**config.mk**
```make
export PLATFORM = sky130hd
export DESIGN_NAME = game_sequencer
export DESIGN_NICKNAME = d
export VERILOG_FILES = /design/src/rtl/game_pkg.sv /design/src/rtl/sym_lfsr.sv /design/src/rtl/game_sequencer.sv
export SDC_FILE = /design/constraint.sdc
export NUM_CORES = 1
export LEC_CHECK = 0
export CAP_MARGIN = 20
export CELL_PAD_IN_SITES_DETAIL_PLACEMENT = 0
export CELL_PAD_IN_SITES_GLOBAL_PLACEMENT = 1
export CORE_MARGIN = 5
export CORE_UTILIZATION = 45
export CTS_CLUSTER_SIZE = 16
export DETAILED_ROUTE_END_ITERATION = 6
export HOLD_SLACK_MARGIN = 0.05
export PLACE_DENSITY = 0.89
export REMOVE_ABC_BUFFERS = 1
export SLEW_MARGIN = 20
export SYNTH_ARGS = -nofsm -noshare
export SYNTH_HDL_FRONTEND = slang
export SYNTH_SLANG_ARGS = --single-unit
```
**constraint.sdc**
```tcl
create_clock -name Clk100M -period 7 [get_ports Clk100M]
set_input_delay 1.4 -clock Clk100M [delete_from_list [all_inputs] [get_ports Clk100M]]
set_output_delay 1.4 -clock Clk100M [all_outputs]
set_load 0.02 [all_outputs]
```
**src/rtl/game_pkg.sv**
```systemverilog
// Shared types and helpers for the symbol-memory game sequencer.
package game_pkg;

    typedef enum logic [2:0] {
        IDLE,
        COUNT,
        SHOW,
        INPUT,
        PASS,
        END
    } state_t;

    localparam logic [15:0] LFSR_POLY = 16'hB400;
    localparam logic [15:0] DEF_SEED  = 16'hACE1;

    function automatic logic [5:0] len(input logic [3:0] level, input int base);
        return 6'(level) + 6'(base) - 6'd1;
    endfunction

    function automatic logic [15:0] lfsr_next(input logic [15:0] l);
        return (l >> 1) ^ (l[0] ? LFSR_POLY : 16'h0000);
    endfunction

endpackage

```
**src/rtl/sym_lfsr.sv**
```systemverilog
// 16-bit right-shifting Galois LFSR; the single pattern source of the game.
module sym_lfsr
    import game_pkg::*;
#(
    parameter logic [15:0] SEED = DEF_SEED
) (
    input  logic        clk,
    input  logic        rst_n,
    input  logic        load,
    input  logic [15:0] loadVal,
    input  logic        step,
    output logic [15:0] q
);

    always_ff @(posedge clk or negedge rst_n) begin
        if (!rst_n) begin
            q <= SEED;
        end else if (load) begin
            q <= loadVal;
        end else if (step) begin
            q <= lfsr_next(q);
        end
    end

endmodule

```
**src/rtl/game_sequencer.sv**
```systemverilog
// Level sequencer: countdown handshake, pattern display and entry checking.
// Optional COUNT watchdog on Tick1Hz is enabled by defining SEQ_TIMEOUT_EN.
module game_sequencer
    import game_pkg::*;
#(
    parameter int          SYM_W         = 2,
    parameter int          MAX_LEVEL     = 9,
    parameter int          BASE_LEN      = 3,
    parameter logic [15:0] SEED          = DEF_SEED,
    parameter int          TIMEOUT_TICKS = 10
) (
    input  logic             Clk100M,
    input  logic             Rst_n,
    input  logic             Tick1Hz,
    input  logic             playBtn,
    input  logic             symValid,
    input  logic [SYM_W-1:0] symIn,
    input  logic             doneCounting,
    output logic             start,
    output logic [3:0]       curLevel,
    output logic             showValid,
    output logic [SYM_W-1:0] showSym,
    output logic             busy,
    output logic             win,
    output logic             gameOver,
    output logic             timeoutErr
);

    state_t          state;
    logic [15:0]     lfsr;
    logic [15:0]     levelSeed;
    logic [5:0]      idx;
    logic [5:0]      cur_len;
    logic [SYM_W-1:0] cur_sym;
    logic            sym_ok;
    logic            lfsr_load;
    logic            lfsr_step;

`ifdef SEQ_TIMEOUT_EN
    localparam int TW = $clog2(TIMEOUT_TICKS + 1);
    logic [TW-1:0] tcnt;
`else
    assign timeoutErr = 1'b0;
`endif

    assign cur_len = len(curLevel, BASE_LEN);
    assign cur_sym = lfsr[SYM_W-1:0];
    assign sym_ok  = (symIn == cur_sym);
    assign busy    = (state != IDLE) && (state != END);

    // Free-running in IDLE/END for entropy; rewound to levelSeed per phase.
    always_comb begin
        lfsr_load = 1'b0;
        lfsr_step = 1'b0;
        unique case (state)
            IDLE, END: lfsr_step = 1'b1;
            COUNT:     lfsr_load = doneCounting;
            SHOW: begin
                if (Tick1Hz) begin
                    if (idx < cur_len) lfsr_step = 1'b1;
                    else               lfsr_load = 1'b1;
                end
            end
            INPUT:     lfsr_step = symValid && sym_ok;
            default: ;
        endcase
    end

    sym_lfsr #(
        .SEED(SEED)
    ) u_lfsr (
        .clk    (Clk100M),
        .rst_n  (Rst_n),
        .load   (lfsr_load),
        .loadVal(levelSeed),
        .step   (lfsr_step),
        .q      (lfsr)
    );

    always_ff @(posedge Clk100M or negedge Rst_n) begin
        if (!Rst_n) begin
            state     <= IDLE;
            levelSeed <= SEED;
            idx       <= '0;
            start     <= 1'b0;
            curLevel  <= 4'd1;
            showValid <= 1'b0;
            showSym   <= '0;
            win       <= 1'b0;
            gameOver  <= 1'b0;
`ifdef SEQ_TIMEOUT_EN
            tcnt       <= '0;
            timeoutErr <= 1'b0;
`endif
        end else begin
            start <= 1'b0;
            unique case (state)
                IDLE, END: begin
                    if (playBtn) begin
                        levelSeed <= lfsr;
                        curLevel  <= 4'd1;
                        win       <= 1'b0;
                        gameOver  <= 1'b0;
                        start     <= 1'b1;
                        state     <= COUNT;
`ifdef SEQ_TIMEOUT_EN
                        tcnt       <= '0;
                        timeoutErr <= 1'b0;
`endif
                    end
                end
                COUNT: begin
                    if (doneCounting) begin
                        idx   <= '0;
                        state <= SHOW;
                    end
`ifdef SEQ_TIMEOUT_EN
                    else if (Tick1Hz) begin
                        if (tcnt == TW'(TIMEOUT_TICKS - 1)) begin
                            gameOver   <= 1'b1;
                            timeoutErr <= 1'b1;
                            state      <= END;
                        end else begin
                            tcnt <= tcnt + 1'b1;
                        end
                    end
`endif
                end
                SHOW: begin
                    if (Tick1Hz) begin
                        if (idx < cur_len) begin
                            showValid <= 1'b1;
                            showSym   <= cur_sym;
                            idx       <= idx + 6'd1;
                        end else begin
                            showValid <= 1'b0;
                            idx       <= '0;
                            state     <= INPUT;
                        end
                    end
                end
                INPUT: begin
                    if (symValid) begin
                        if (!sym_ok) begin
                            gameOver <= 1'b1;
                            state    <= END;
                        end else begin
                            idx <= idx + 6'd1;
                            if (idx == cur_len - 6'd1) state <= PASS;
                        end
                    end
                end
                PASS: begin
                    // lfsr now sits on the symbol after the pattern
                    levelSeed <= lfsr;
                    if (curLevel == 4'(MAX_LEVEL)) begin
                        win   <= 1'b1;
                        state <= END;
                    end else begin
                        curLevel <= curLevel + 4'd1;
                        start    <= 1'b1;
                        state    <= COUNT;
`ifdef SEQ_TIMEOUT_EN
                        tcnt <= '0;
`endif
                    end
                end
                default: state <= IDLE;
            endcase
        end
    end

endmodule

```
======== Word level (Yosys, flattened, before mapping) ========
Cells that the tools add are included.
operators by class
  $mul .................................... 0
  magnitude comparators ................... 1
  divide/modulo/power cells ............... 0
  reduce and logical (&&, ||, !) cells .... 17
  equality and inequality tests ........... 19
  mux-type cells .......................... 38
  add/sub/neg operators ................... 5
  shift-type cells ........................ 0
  bitwise gates (word level) .............. 1
operator list
  operator             count
  $mux 16              4
  $pmux 16 s2          1
  $mux 6               5
  $mux 3               8
  $ne 2x2->1 const B   9
  $pmux 6 s3           1
  $xor 15x16->16       1
  $pmux 3 s5           1
  $mux 1               10
  $reduce_and 3->1     3
  $mux 4               2
  $pmux 1 s2           4
  $pmux 4 s2           1
  $add 6x1->6 const B  1
  $eq 3x2->1 const B   2
  $eq 3x3->1 const B   2
  $eq 6x6->1           1
  $lt 6x6->1           1
  $ne 3x3->1 const B   2
  $reduce_and 6->1     1
  $reduce_bool 2->1    3
  $reduce_bool 3->1    2
  $sub 5x1->6 const B  1
  $sub 6x1->6 const B  1
  12 further kinds     14
storage, ports and cells
  memories ................................ 0
  bits in writable memories ............... 0
  input port bits ......................... 8
  bits in latches ......................... 0
  logic and storage cells ................. 91
  ROM bits ................................ 0
  flip-flop bits (word level) ............. 51

======== Logic depth before layout (Yosys ltp) ========
Gate-level depths: netlist (run 1).
  word-level depth ........................ 8
  depth in mapped cells ................... 10
  mapped depth without buffers ............ 8

======== Hierarchy ========
A second synthesis (run 1) with hierarchy kept.
unflattened totals
  cells, all modules ...................... 273
  area, all modules ....................... 2842.7 um^2
modules (own cells, without submodules)
  module          instances  cells each  area an instance (um^2)
  game_sequencer  1          199         2038.2
  sym_lfsr        1          74          804.5

======== Worst setup path before layout (run 1) ========
Ideal clock, no wire load.
  kind .................................... input to register
  start point ............................. input doneCounting
  end point ............................... register u_lfsr.q[14]
  data required time ...................... 6859 ps
  library setup time ...................... 141 ps
  buffers on the path ..................... 2
  cell stages on the path ................. 7
  path slack .............................. 4215 ps
  arrival time ............................ 2643 ps
  path through ............................ and3b_1 > a2111o_1 > o211a_1 > buf_4 > buf_4 > nand2_1 > a31oi_1
between the ends
  word-level cells in the longest chain between the ends .. 2
  elaborated cells on any way between the ends .. 3
  those cells by class .................... mux: 2; reduce/logical: 1
ends and longest elaborated chain
  element                                              RTL line              RTL
  start, declared                                      game_sequencer.sv:18  input logic doneCounting,
  $pmux 1 s2 (*)                                       game_sequencer.sv:55  unique case (state)
  $mux 16 / $reduce_bool 2->1 (equally long branches)  --
  end signal, assigned                                 sym_lfsr.sv:19        q <= loadVal;
  end signal, assigned                                 sym_lfsr.sv:21        q <= lfsr_next(q);
  end, declared                                        sym_lfsr.sv:12        output logic [15:0] q
Mark *: on every way between the ends. The rest lies on a longest branch, timed or not.
A chain may end at the register's enable or synchronous reset.

======== Final worst setup path (run 1) ========
  start point ............................. register state[2]
  end point ............................... output busy
between the ends
  word-level cells in the longest chain between the ends .. 2
  elaborated cells on any way between the ends .. 3
  those cells by class .................... eq/ne: 1; reduce/logical: 2
ends and longest elaborated chain
  element                                                 RTL line               RTL
  start, declared                                         game_sequencer.sv:29   state_t state;
  start signal, assigned                                  game_sequencer.sv:82   state <= IDLE;
  start signal, assigned                                  game_sequencer.sv:105  state <= COUNT;
  start signal, assigned                                  game_sequencer.sv:115  state <= SHOW;
  $ne 3x3->1 / $reduce_bool 3->1 (equally long branches)  game_sequencer.sv:49   assign busy = (state != IDLE) && (state != END);
  $logic_and 1x1->1 (*)                                   game_sequencer.sv:49
  end, declared                                           game_sequencer.sv:23   output logic busy,
Marks and branches as above.

==> results.sh, run 1 <==
export IMPL_r2r_setup_slack_ps=4330
export IMPL_r2r_start="curLevel[1]"
export IMPL_utilization_pct=50.0
export IMPL_path_class="reg2out"
export IMPL_netlist_instances=285
export IMPL_yosysSeqAreaShare_pct=45.7
export IMPL_fin_skew_ps=8.05
export IMPL_ys_types=51
export IMPL_ff2ff_path_depth=8
export IMPL_grt_pass1_vias=2016
export IMPL_synth_seq_cells=51
export IMPL_hold_depth=2
export IMPL_portBuffers=18
export IMPL_cts_tree="done"
export IMPL_routedWlPerCell_um=15.0
export IMPL_setup_slack_ps=3460
export IMPL_ios=20
export IMPL_drive_gt1_share_pct=17.8
export IMPL_tightest_slew_ps=656
export IMPL_async_flop_share_pct=100
export IMPL_fin_setup_tns_ps=0
export IMPL_ys_flop_type="dfrtp_1"
export IMPL_initial_core_util_pct=45.4
export IMPL_final_cells=374
export IMPL_die_area_sq_um=7990
export IMPL_synth_edf_count=0
export IMPL_grtUsageTotal_pct=15.4
export IMPL_grt_pass1_wl_um=9630
export IMPL_arrival_ps=2140
export IMPL_syn_area_per_cell_sq_um=9.95
export IMPL_required_ps=5600
export IMPL_area_growth_pct=9.97
export IMPL_dp_cells=366
export IMPL_nets=314
export IMPL_vias_per_cell=5.50
export IMPL_cts_htree_levels=2
export IMPL_r2r_end="u_lfsr.q[3]"
export IMPL_min_from="levelSeed[6]"
export IMPL_vias=2058
export IMPL_status="completed"
export IMPL_gp_congestion=0.778
export IMPL_numCtsBuffers=5
export IMPL_cp_end_kind="primary output"
export IMPL_hpwlAfterDp_um=3880
export IMPL_ys_warn_count=0
export IMPL_cts_hold_buf=0
export IMPL_synth_area_sq_um=2840
export IMPL_ctsResizeCount=0
export IMPL_dp_slack_ps=3540
export IMPL_clkTransAtPathRegs_ps=100
export IMPL_maxSlewHeadroom_pct=56.3
export IMPL_clkLatencyLatePin_ps=310
export IMPL_peakVddDrop_v=0.000266
export IMPL_core_area_sq_um=6240
export IMPL_die_w_um=89.4
export IMPL_cp_max_fo=21
export IMPL_synth_top_area_share_pct=30.0
export IMPL_drcViolationCount=0
export IMPL_drtPass1Iterations=4
export IMPL_finalSetupViolCount=0
export IMPL_die_h_um=89.4
export IMPL_cts_setup_buffers=0
export IMPL_cpMaxStageDelayCell="dfrtp_1"
export IMPL_cts_num_sinks=51
export IMPL_max_cap_violations=0
export IMPL_crit_path_cell_trace="nor2b_1 -> nor3_1 -> inv_1 -> clkdlybuf4s50_1"
export IMPL_diodes=0
export IMPL_startpoint_type="register"
export IMPL_grt_ovfl_total=0
export IMPL_max_freq_mhz=283
export IMPL_slew_violations=0
export IMPL_synth_area_top_cells="dfrtp_1 (30%), dfstp_2 (16%), mux2_2 (7.1%), nand2_1 (4.6%), ha_1 (4.4%)"
export IMPL_dr_first_iter_drc_count=85
export IMPL_hold_viol=0
export IMPL_critical_path_max_stage_delay_ps=770
export IMPL_period_needed_ps=3540
export IMPL_holdCritPathClass="reg2reg"
export IMPL_rsz0062_at_grt="false"
export IMPL_grt_max_degree=52
export IMPL_wl_um=5600
export IMPL_clockBufferDepth=2
export IMPL_yosysTopAreaCell="dfrtp_1"
export IMPL_placed_area_sq_um=3030
export IMPL_rows=29
export IMPL_antenna_found_initial=0
export IMPL_ant_nets=0
export IMPL_post_route_cell_area_sq_um=3120
export IMPL_cts_root_buffer="clkbuf_8"
export IMPL_power_density_nw_per_um2=473
export IMPL_fin_crit_sh_pct=50.5
export IMPL_min_to="u_lfsr.q[6]"
export IMPL_leakage_nw=1.29
metrics by stage:
step / hold slack [ps] / power (mW)
floorplan: 466 / 1.11
global placement: 468 / 1.29
detailed placement: 480 / 1.31
CTS: 490 / 1.49
global route: 510 / 1.61
finish: 488 / 1.48
cell usage after synthesis, types with 2 or more instances:
cell type,n
a311oi_1,2
nor2b_1,3
dfrtp_1,34
nand2b_1,4
and3b_1,2
o21bai_1,2
inv_1,11
o221a_2,3
xnor2_1,10
buf_2,3
buf_4,4
nand2_1,35
a211oi_1,3
dfstp_2,17
a21boi_0,2
buf_6,2
clkbuf_1,6
nand3_1,12
nor3_1,7
o21ai_0,9
nand3b_1,3
mux2_2,18
nor2_1,27
a21oi_1,10
ha_1,10
o211a_1,2
nand4b_1,3
xor2_1,6
a31oi_1,13
final cells by class:
type | count | area [sq um]
Inverter | 11 | 41.3
Fill cell | 586 | 3120
Sequential cell | 51 | 1300
Multi-Input combinational cell | 207 | 1400
Clock buffer | 6 | 72.6
Timing Repair Buffer | 20 | 190
Clock inverter | 2 | 17.5
Tap cell | 77 | 96.3
worst max path at each step:
stage	to	cells after the start	slack [ps]	from
after floorplan	levelSeed[12]	3	4170	playBtn
after global placement	u_lfsr.q[12]	6	3490	symValid
after detailed placement	u_lfsr.q[12]	6	3540	symValid
after CTS	busy	4	3500	state[2]
after global routing	busy	4	3290	state[2]
final	busy	4	3460	state[2]
worst max-delay path: cells and delay by family, from the launching register on:
kind	cells	cell delay, ps
AND/OR/NAND/NOR	2	450
flip-flops	1	770
buffers and inverters	2	610
flip-flops by register name, indices dropped and copies added, names as in the netlist:
register and flops:
showValid 1, gameOver 1, idx 6, state 3, showSym 2, u_lfsr.q 16
levelSeed 16, win 1, start 1, curLevel 4
cell usage in the layout (no fill, tap or decap), types with 10 or more instances in the layout:
master / netlist / layout
nand3_1: 12 / 12
xnor2_1: 10 / 10
a21oi_1: 10 / 10
nand2_1: 35 / 35
dfrtp_1: 34 / 34
ha_1: 10 / 10
dfstp_2: 17 / 17
mux2_2: 18 / 18
clkdlybuf4s50_1: 0 / 17
inv_1: 11 / 11
a31oi_1: 13 / 13
nor2_1: 27 / 27
where the power goes:
group | internal (mW) | switching, mW | total [mW]
Clock | 0.0720 | 0.101 | 0.173
Combinational | 0.338 | 0.360 | 0.698
Sequential | 0.462 | 0.143 | 0.605
logic make-up (layout without fill, tap and decap cells):
| family | count (synthesis) | count (layout) | share of synthesized area, % |
|---|---|---|---|
| muxes | 18 | 18 | 7.15 |
| other | 1 | 1 | 0.132 |
| adders and majority gates | 10 | 10 | 4.41 |
| AOI/OAI and AO/OA | 58 | 58 | 14.6 |
| buffers and inverters | 27 | 39 | 4.76 |
| DFF | 51 | 51 | 45.7 |
| xor gates and xnor gates | 18 | 18 | 6.35 |
| and+or+nand+nor | 102 | 102 | 16.8 |
per-layer routing:
| metal | GRT usage, % | vias to the layer above | routed length (um) |
|---|---|---|---|
| met5 | 0 | - | 0 |
| met4 | 4.33 | 0 | 46 |
| met3 | 3.04 | 5 | 191 |
| li1 | - | 1016 | - |
| met1 | 20.8 | 1012 | 2650 |
| met2 | 25.4 | 25 | 2700 |
Note: power is estimated with default switching activity, not from simulation.
==> run 2: changes to the inputs <==
==> constraint.sdc (replaced) <==
create_clock -name Clk100M -period 3.66 [get_ports Clk100M]
set_input_delay 0.732 -clock Clk100M [delete_from_list [all_inputs] [get_ports Clk100M]]
set_output_delay 0.732 -clock Clk100M [all_outputs]
set_load 0.02 [all_outputs]
==> run 2 against run 1 <==
Effect of this change:
- total power increased by 92%
- design area barely moved
- register-to-register slack worse by 3400 ps
- wire length grew 2.6%
- combinational power rose by 91%
- via count shrank 0.24%
- flip-flop and latch count stayed put
- sequential power up 92%
- non-clock buffer count unchanged
- largest power group unchanged
==> results.sh, run 2 (synthesized netlist as in run 1, its figures left out) <==
export IMPL_status="completed"
export IMPL_cts_num_sinks=51
export IMPL_r2r_setup_slack_ps=930
export IMPL_fin_crit_sh_pct=77.2
export IMPL_numCtsBuffers=5
export IMPL_cts_setup_buffers=0
export IMPL_tightest_slew_ps=891
export IMPL_cp_max_fo=21
export IMPL_internal_power_mw=1.67
export IMPL_drtPass1Iterations=4
export IMPL_period_needed_ps=2820
export IMPL_grt_use_met2_pct=26.7
export IMPL_use_met1_pct=20.8
export IMPL_grt_busiest_layer="met2"
export IMPL_power_density_nw_per_um2=908
export IMPL_ctsResizeCount=0
export IMPL_required_ps=2930
export IMPL_peakVddDrop_v=0.000451
export IMPL_hpwlAfterDp_um=3950
export IMPL_cts_hold_buf=0
export IMPL_rsz0062_at_grt="false"
export IMPL_drcViolationCount=0
export IMPL_crit_start="state[2]"
export IMPL_vias_per_cell=5.49
export IMPL_critical_path_max_stage_delay_ps=750
export IMPL_cts_root_buffer="clkbuf_8"
export IMPL_rows=29
export IMPL_fin_skew_ps=8.86
export IMPL_final_common_cell="nand2_1"
export IMPL_core_area_sq_um=6240
export IMPL_leakage_nw=1.29
export IMPL_gr_usage_met3_pct=3.87
export IMPL_grt_max_degree=41
export IMPL_p_switching_mw=1.16
export IMPL_clkTransAtPathRegs_ps=100
export IMPL_cts_htree_levels=2
export IMPL_pwr_share_comb_pct=47.1
export IMPL_routedWlPerCell_um=15.4
export IMPL_die_h_um=89.4
export IMPL_clkLatencyLatePin_ps=320
export IMPL_final_cell_mix="nand2_1 (35), dfrtp_1 (34), nor2_1 (27)"
export IMPL_arrival_ps=2090
export IMPL_max_freq_mhz=354
export IMPL_min_from="levelSeed[6]"
export IMPL_clockBufferDepth=2
export IMPL_drive_gt1_share_pct=17.8
export IMPL_slew_violations=0
export IMPL_grt_pass1_vias=2018
export IMPL_holdCritPathClass="reg2reg"
export IMPL_area_growth_pct=9.93
export IMPL_portBuffers=18
export IMPL_sw_frac_of_total_pct=41.1
export IMPL_worst_path_buf_inv=2
export IMPL_nets=314
export IMPL_initial_core_util_pct=45.4
export IMPL_seqPwrFrac_pct=41.1
export IMPL_path_class="reg2out"
export IMPL_diodes=0
export IMPL_dr_first_iter_drc_count=120
export IMPL_final_cells=374
export IMPL_wl_um=5740
export IMPL_dp_cells=366
export IMPL_cp_end_kind="primary output"
export IMPL_maxSlewHeadroom_pct=40.6
export IMPL_gp_congestion=0.774
export IMPL_fin_setup_tns_ps=0
export IMPL_startpoint_type="register"
export IMPL_ios=20
export IMPL_cpMaxStageDelayCell="dfrtp_1"
export IMPL_cts_tree="done"
export IMPL_grt_ovfl_total=0
export IMPL_clkPwrFrac_pct=11.9
export IMPL_grt_pass1_wl_um=9790
export IMPL_cp_top_family="flip-flops"
export IMPL_hold_viol=0
export IMPL_finalSetupViolCount=0
export IMPL_ant_nets=0
export IMPL_largestRegisters="levelSeed: 16 flops, u_lfsr.q: 16 flops, idx: 6 flops"
export IMPL_die_w_um=89.4
export IMPL_antenna_found_initial=0
export IMPL_vias=2053
export IMPL_max_cap_violations=0
export IMPL_r2r_start="curLevel[1]"
export IMPL_die_area_sq_um=7990
export IMPL_grtUsageTotal_pct=15.8
export IMPL_crit_path_cell_trace="nor2b_1 -> nor3_1 -> inv_1 -> clkdlybuf4s50_1"
-- run 2: cell count changes in the layout (fill, tap and decap cells not counted) --
| cell | delta |
|---|---|
| clkinv_4 | -2 |
| clkinvlp_4 | +1 |
| inv_6 | +1 |
-- run 2: worst reg2reg max path: stages (launching register included) --
cell       delay, ps
dfrtp_1          520
ha_1             390
inv_1             70
ha_1             290
a21oi_1           70
a2bb2oi_1        390
o211a_1          620
nand2_1          120
a31oi_1          210
-- run 2: final timing paths --
kind                                end  cells past startpoint
min in group asynchronous   curLevel[2]                      1
max in group asynchronous  levelSeed[5]                      2
setup reg to reg           u_lfsr.q[15]                      8
hold / removal              u_lfsr.q[6]                      2
hold reg to reg             u_lfsr.q[6]                      2
setup / recovery                   busy                      4
-- run 2: power by group through the flow --
| stage | sequential (mW) | combinational [mW] | clock, mW |
|---|---|---|---|
| final | 1.16 | 1.33 | 0.336 |
| after global routing | 1.20 | 1.51 | 0.373 |
| after CTS | 1.16 | 1.35 | 0.347 |
| after detailed placement | 1.17 | 1.35 | 0 |
| after global placement | 1.16 | 1.31 | 0 |
| after floorplan | 1.13 | 0.982 | 0 |
-- run 2: layer usage --
layer | vias up | wire length [um] | part of all wire (%)
met3 | 2 | 243 | 4.2
met4 | 0 | 21 | 0.37
li1 | 1017 | - | -
met1 | 1004 | 2610 | 45
met5 | - | 0 | 0
met2 | 30 | 2860 | 50
-- run 2: area by class of cell --
class | count | area (sq um)
fill | 604 | 3120
tap | 77 | 96.3
multi-input combinational | 207 | 1400
inverter | 11 | 41.3
timing repair buffer | 20 | 190
clock inverter | 2 | 16.3
sequential | 51 | 1300
clock buffer | 6 | 72.6
-- run 2: through the flow --
step	util (%)	hold WS, ps	instance area, sq um	worst slack [ps]	power (mW)
after global routing	50.0	516	3120	689	3.08
final	50.0	493	3120	835	2.83
after CTS	50.0	498	3120	839	2.86
after global placement	48.5	468	3030	823	2.47
after floorplan	-	436	2740	1270	2.12
after detailed placement	48.5	477	3030	862	2.52
